==> src/rtl/fetch_stage_pkg.sv <==
// Shared core definitions for the instruction fetch stage: bus widths,
// instruction field positions and the fetch FSM state encoding.
package fetch_stage_pkg;

  localparam int ADDR_W     = 32;
  localparam int INSTR_W    = 16;
  localparam int OPCODE_W   = 7;
  localparam int OPERANDS_W = 9;
  localparam int OPCODE_LSB = 9;

  typedef enum logic [1:0] {
    S_IDLE = 2'd0,  // no request outstanding
    S_REQ  = 2'd1,  // request outstanding, data will be kept
    S_DROP = 2'd2   // request outstanding, data will be discarded
  } fetch_state_t;

  function automatic logic [OPCODE_W-1:0] instr_opcode(input logic [INSTR_W-1:0] instr);
    return instr[INSTR_W-1:OPCODE_LSB];
  endfunction

  function automatic logic [OPERANDS_W-1:0] instr_operands(input logic [INSTR_W-1:0] instr);
    return instr[OPERANDS_W-1:0];
  endfunction

endpackage

==> src/rtl/fetch_stage_buffer.sv <==
// Two-entry instruction FIFO, each entry tagged with the PC it was fetched
// from. Flush wins over push/pop; a push and pop in one cycle keep the count.
module fetch_buffer
  import fetch_stage_pkg::*;
(
  input  logic               clk,
  input  logic               reset,
  input  logic               push,
  input  logic               pop,
  input  logic               flush,
  input  logic [ADDR_W-1:0]  push_pc,
  input  logic [INSTR_W-1:0] push_instr,
  output logic [1:0]         count,
  output logic [ADDR_W-1:0]  head_pc,
  output logic [INSTR_W-1:0] head_instr
);

  logic [ADDR_W-1:0]  pc_mem    [2];
  logic [INSTR_W-1:0] instr_mem [2];
  logic               wr_ptr;
  logic               rd_ptr;
  logic               do_push;
  logic               do_pop;

  assign do_pop     = pop && (count != 2'd0);
  assign do_push    = push && ((count != 2'd2) || do_pop);
  assign head_pc    = pc_mem[rd_ptr];
  assign head_instr = instr_mem[rd_ptr];

  // Storage, pointers and occupancy; storage is cleared so the presented
  // fields read as zero after reset.
  always_ff @(posedge clk or negedge reset) begin
    if (!reset) begin
      wr_ptr <= 1'b0;
      rd_ptr <= 1'b0;
      count  <= 2'd0;
      for (int i = 0; i < 2; i++) begin
        pc_mem[i]    <= '0;
        instr_mem[i] <= '0;
      end
    end else if (flush) begin
      wr_ptr <= 1'b0;
      rd_ptr <= 1'b0;
      count  <= 2'd0;
    end else begin
      if (do_push) begin
        pc_mem[wr_ptr]    <= push_pc;
        instr_mem[wr_ptr] <= push_instr;
        wr_ptr            <= ~wr_ptr;
      end
      if (do_pop) begin
        rd_ptr <= ~rd_ptr;
      end
      unique case ({do_push, do_pop})
        2'b10:   count <= count + 2'd1;
        2'b01:   count <= count - 2'd1;
        default: ;
      endcase
    end
  end

endmodule

==> src/rtl/fetch_stage.sv <==
// Instruction fetch stage: issues one word read at a time, buffers up to two
// returned words with their PCs and presents the oldest to decode.
module fetch_stage
  import fetch_stage_pkg::*;
#(
  parameter logic [ADDR_W-1:0] RESET_PC = 32'h0000_0000
) (
  input  logic                  clk,
  input  logic                  reset,
  input  logic                  stall,
  input  logic                  redirect,
  input  logic [ADDR_W-1:0]     redirect_pc,
  output logic                  imem_req,
  output logic [ADDR_W-1:0]     imem_addr,
  input  logic                  imem_ack,
  input  logic [INSTR_W-1:0]    imem_data,
  output logic                  instr_valid,
  output logic [OPCODE_W-1:0]   opcode,
  output logic [OPERANDS_W-1:0] operands,
  output logic [ADDR_W-1:0]     pc_out
);

  fetch_state_t       state;
  fetch_state_t       state_next;
  logic [ADDR_W-1:0]  pc;          // address of the next request to issue
  logic               issue;
  logic [ADDR_W-1:0]  issue_addr;
  logic               push;
  logic               pop;
  logic               full_after_push;
  logic [1:0]         count;
  logic [ADDR_W-1:0]  head_pc;
  logic [INSTR_W-1:0] head_instr;

  assign instr_valid     = (count != 2'd0);
  assign pop             = instr_valid && !stall && !redirect;
  assign full_after_push = pop ? (count == 2'd2) : (count != 2'd0);
  assign imem_req        = (state != S_IDLE);
  assign opcode          = instr_opcode(head_instr);
  assign operands        = instr_operands(head_instr);
  assign pc_out          = head_pc;

  // FSM state register.
  always_ff @(posedge clk or negedge reset) begin
    if (!reset) state <= S_IDLE;
    else        state <= state_next;
  end

  // Next state, request issue and buffer push; a redirect discards any
  // concurrent ack and restarts fetching at redirect_pc.
  always_comb begin
    state_next = state;
    issue      = 1'b0;
    issue_addr = pc;
    push       = 1'b0;
    unique case (state)
      S_IDLE: begin
        if (redirect) begin
          issue      = 1'b1;
          issue_addr = redirect_pc;
          state_next = S_REQ;
        end else if (count != 2'd2) begin
          issue      = 1'b1;
          state_next = S_REQ;
        end
      end
      S_REQ: begin
        if (redirect) begin
          if (imem_ack) begin
            issue      = 1'b1;
            issue_addr = redirect_pc;
          end else begin
            state_next = S_DROP;
          end
        end else if (imem_ack) begin
          push = 1'b1;
          if (full_after_push) state_next = S_IDLE;
          else                 issue      = 1'b1;
        end
      end
      S_DROP: begin
        if (imem_ack) begin
          issue      = 1'b1;
          issue_addr = redirect ? redirect_pc : pc;
          state_next = S_REQ;
        end
      end
      default: state_next = S_IDLE;
    endcase
  end

  // Request address and next-fetch PC; the address stays put until the
  // outstanding request is acked, even across a redirect.
  always_ff @(posedge clk or negedge reset) begin
    if (!reset) begin
      pc        <= RESET_PC;
      imem_addr <= RESET_PC;
    end else if (issue) begin
      imem_addr <= issue_addr;
      pc        <= issue_addr + 32'd1;
    end else if (redirect) begin
      pc <= redirect_pc;
    end
  end

  fetch_buffer u_buffer (
    .clk        (clk),
    .reset      (reset),
    .push       (push),
    .pop        (pop),
    .flush      (redirect),
    .push_pc    (imem_addr),
    .push_instr (imem_data),
    .count      (count),
    .head_pc    (head_pc),
    .head_instr (head_instr)
  );

endmodule

==> config.mk <==
export PLATFORM = sky130hd
export DESIGN_NAME = fetch_stage
export DESIGN_NICKNAME = d
export VERILOG_FILES = /design/src/rtl/fetch_stage_pkg.sv /design/src/rtl/fetch_stage_buffer.sv /design/src/rtl/fetch_stage.sv
export SDC_FILE = /design/constraint.sdc
export NUM_CORES = 1
export LEC_CHECK = 0
export CORE_UTILIZATION = 54
export CTS_CLUSTER_DIAMETER = 120
export CTS_CLUSTER_SIZE = 8
export DETAILED_ROUTE_END_ITERATION = 6
export PLACE_DENSITY = 0.8
export SYNTH_ARGS = -nofsm -noshare
export SYNTH_HDL_FRONTEND = slang
export SYNTH_SLANG_ARGS = --single-unit
==> constraint.sdc <==
create_clock -name clk -period 3.9 [get_ports clk]
set_input_delay 1.17 -clock clk [delete_from_list [all_inputs] [get_ports clk]]
set_output_delay 1.17 -clock clk [all_outputs]
set_load 0.02 [all_outputs]
==> summary.txt <==
Final setup violation count = 0
Avg Synthesized Cell Area = 11.8 sq um
Non-Filler Instances = 1042
Hold Path Depth = 1
Worst R2R Setup Slack = 1.10 ns
Clock transition at path regs = 0.06 ns
Drt total wl = 19200 um
Die Y = 126 um
Failing checks = DRC
Part of the Yosys area used for sequential elements = 50.3%
Worst min-delay path category = reg2reg
Max_slew headroom = 49.0%
Fmax = 0.283 GHz
Fraction of layout cells with a size suffix above 1 = 29.1%
Worst vdd ir = 345 uV
GRT Util Overall = 25.2%
Clk_lat worst skew = 0.44 ns
Input/output buffers = 134
Root Driver = clkbuf_16
Drt initial violations = 445
# rows = 44
Dpl hpwl = 13000 um
Uppermost layer routed = met4
RSZ-0062 raised after global routing = false
Routed met2 length = 9880 um
CP Class = reg2out
Worst setup SP type = flip-flop
Initial Util = 56.0%
Die footprint = 15800 sq um
Antenna Nets Post-Route = 0
P&R area growth vs syn = 27.8%
Die width = 126 um
Beginning of the worst hold path = u_buffer.pc_mem[29]
Worst Hold End = u_buffer.pc_mem[29]
PwrDens = 688 nW/um^2
Synthesized area = 8260 sq um
Skew final = 0.0148 ns
Max-cap viol count = 0
Worst setup path start = u_buffer.rd_ptr
Routed wl met3 = 1050 um
Largest net degree at the start of global routing = 84
# resized after CTS = 0
Num Clock Sinks = 166
GPL Wtd Cong = 0.899
WP data arrival = 2.36 ns
Static leakage = 0.00453 uW
Global-route wire length before repair = 31200 um
Reg2reg path depth = 9
H-tree depth = 4
Crit end category = output port
Hold bufs inserted after CTS = 0
Filler cell count = 1012
Diodes inserted = 0
Max clock buf depth = 2
Number of synthesized flops with an enable pin = 0
Tcrit/Tclk final = 90.5%
Detail-routed via count per cell = 5.79
Worst-path fanout max = 31
Total CTS buffers = 17
Dpl cells = 1010
Status = complete, but fails checks
Top_reg_cell synth = dfrtp_1
Vias in the first global route = 6204
Required @ worst endpoint = 2.73 ns
R2R Path Start = state[0]
Fin. max-slew vios = 0
Multi-input gate area = 3940 sq um
Worst path slowest cell = dfrtp_2
Mapped Nets = 754
Worst slew pin tran = 0.765 ns
Cells along the critical path = buf_12 > mux2_2 > clkdlybuf4s50_1
Initial antenna violation count = 0
Via count = 6029
CP peak stage delay = 0.71 ns
Sequential cell area = 4160 sq um
CORE AREA = 14800 sq um
Grt total ovfl = 0
Metal-1 WL = 7940 um
Avg WL per Cell = 18.4 um
Final #Nets = 899
Worst R2R End = pc[24]
Post-CTS setup buffer count = 0
Post-route DRC = 13
Flops & latches, synth = 166
Yosys cell types = 51
Setup TNS = 0 ns
Fin. Hold Viols = 0
Post-Synthesis Cells = 700
Synth warnings = 0
Asr flop ratio synth = 100%
Top-Level Pins = 135
CTS tree = done
Router iterations before antenna repair = 7
Min Tclk post-route = 3.53 ns
==> where the power goes <==
| group | internal (uW) | leakage, uW | switching, uW |
|---|---|---|---|
| clock | 928 | 0.000271 | 693 |
| combinational | 1510 | 0.00222 | 1320 |
| sequential | 2380 | 0.00204 | 434 |
| total | 4820 | 0.00453 | 2450 |
==> state kept, by name, summed over array words and instances, names as in the netlist <==
name / count
imem_addr: 32
pc: 32
state: 2
u_buffer.count: 2
u_buffer.instr_mem: 32
u_buffer.pc_mem: 64
u_buffer.rd_ptr: 1
u_buffer.wr_ptr: 1
==> critical path, delay by kind of cell (launching register included) <==
kind,cells,cell delay [ns]
flip-flops,1,0.71
multiplexers,1,0.37
buffers and inverters,2,0.82
==> area by class of cell <==
class | count | area share (%)
clock buffers | 21 | 4.46
clock inverters | 11 | 0.960
inverters | 5 | 0.178
multi-input cells | 490 | 37.3
flip-flops and latches | 166 | 39.4
well taps | 184 | 2.18
repair buffers | 165 | 15.6
==> cells in the final DEF, fill, tap and decap left out, types with 6 or more instances in the layout <==
master and n:
a21o_1 6, a21oi_1 17, buf_12 6, buf_4 25, clkbuf_16 17, clkdlybuf4s50_1 132
dfrtp_1 165, mux2_2 162, mux2i_1 52, nand2_1 75, nand3_1 13, nor2_1 38
nor2b_1 7, nor3_1 9, o21ai_0 39, xnor2_1 7, xor2_1 10
==> metal layers <==
layer,GRT usage [%],vias to the layer above
li1,-,2765
met1,31.5,3025
met2,43.3,206
met3,5.31,33
met4,9.18,0
met5,0,-
==> worst max-delay path by stage <==
stage	end	slack, ns
floorplan	pc[24]	0.005
global placement	pc[27]	0.13
detailed placement	pc[24]	0.03
CTS	pc_out[0]	0.34
global route	pc_out[11]	0.29
finish	pc_out[11]	0.37
==> stage by stage <==
step           hold slack [ns]  setup WS, ns  power (uW)  utilization [%]  area [sq um]
2_1_floorplan            0.474       0.00463        4430                -          8260
5_1_grt                  0.519         0.285        7640             71.6         10600
3_3_place_gp             0.481         0.130        5530             67.7          9990
3_5_place_dp             0.489        0.0253        5660             67.7          9990
4_1_cts                  0.504         0.345        7310             71.6         10600
6_report                 0.501         0.370        7270             71.6         10600
==> cell families after synthesis <==
logic type	count (synthesis)	synth area share [%]
and+or+nand+nor	175	10.8
buffers and inverters	44	2.32
adders and majority gates	1	0.151
muxes	218	29.0
DFF	166	50.3
AOI/OAI and AO/OA	79	5.60
xor gates and xnor gates	17	1.80
==> synthesized netlist by cell type (2+ instances only) <==
master	n	share of area, %
nand4_1	3	0.23
nor3_1	9	0.55
mux2i_2	3	0.50
o21ai_0	39	2.4
mux2i_1	52	6.3
nand2_1	76	3.5
nor3_2	2	0.24
dfrtp_1	166	50
nand3_2	2	0.24
and2_1	2	0.15
a21o_1	6	0.55
nor4_1	4	0.30
nor2b_1	7	0.53
xor2_1	10	1.1
nor4_4	3	0.77
o21ai_1	3	0.18
buf_2	2	0.12
or3_1	3	0.23
a21oi_1	17	1.0
nand3_1	13	0.79
buf_1	9	0.41
nor2_1	39	1.8
mux2_2	162	22
inv_1	5	0.23
xnor2_1	7	0.74
a31oi_1	4	0.30
clkbuf_1	26	1.2
a211oi_1	3	0.27
Note: power is estimated with default switching activity, not from simulation.
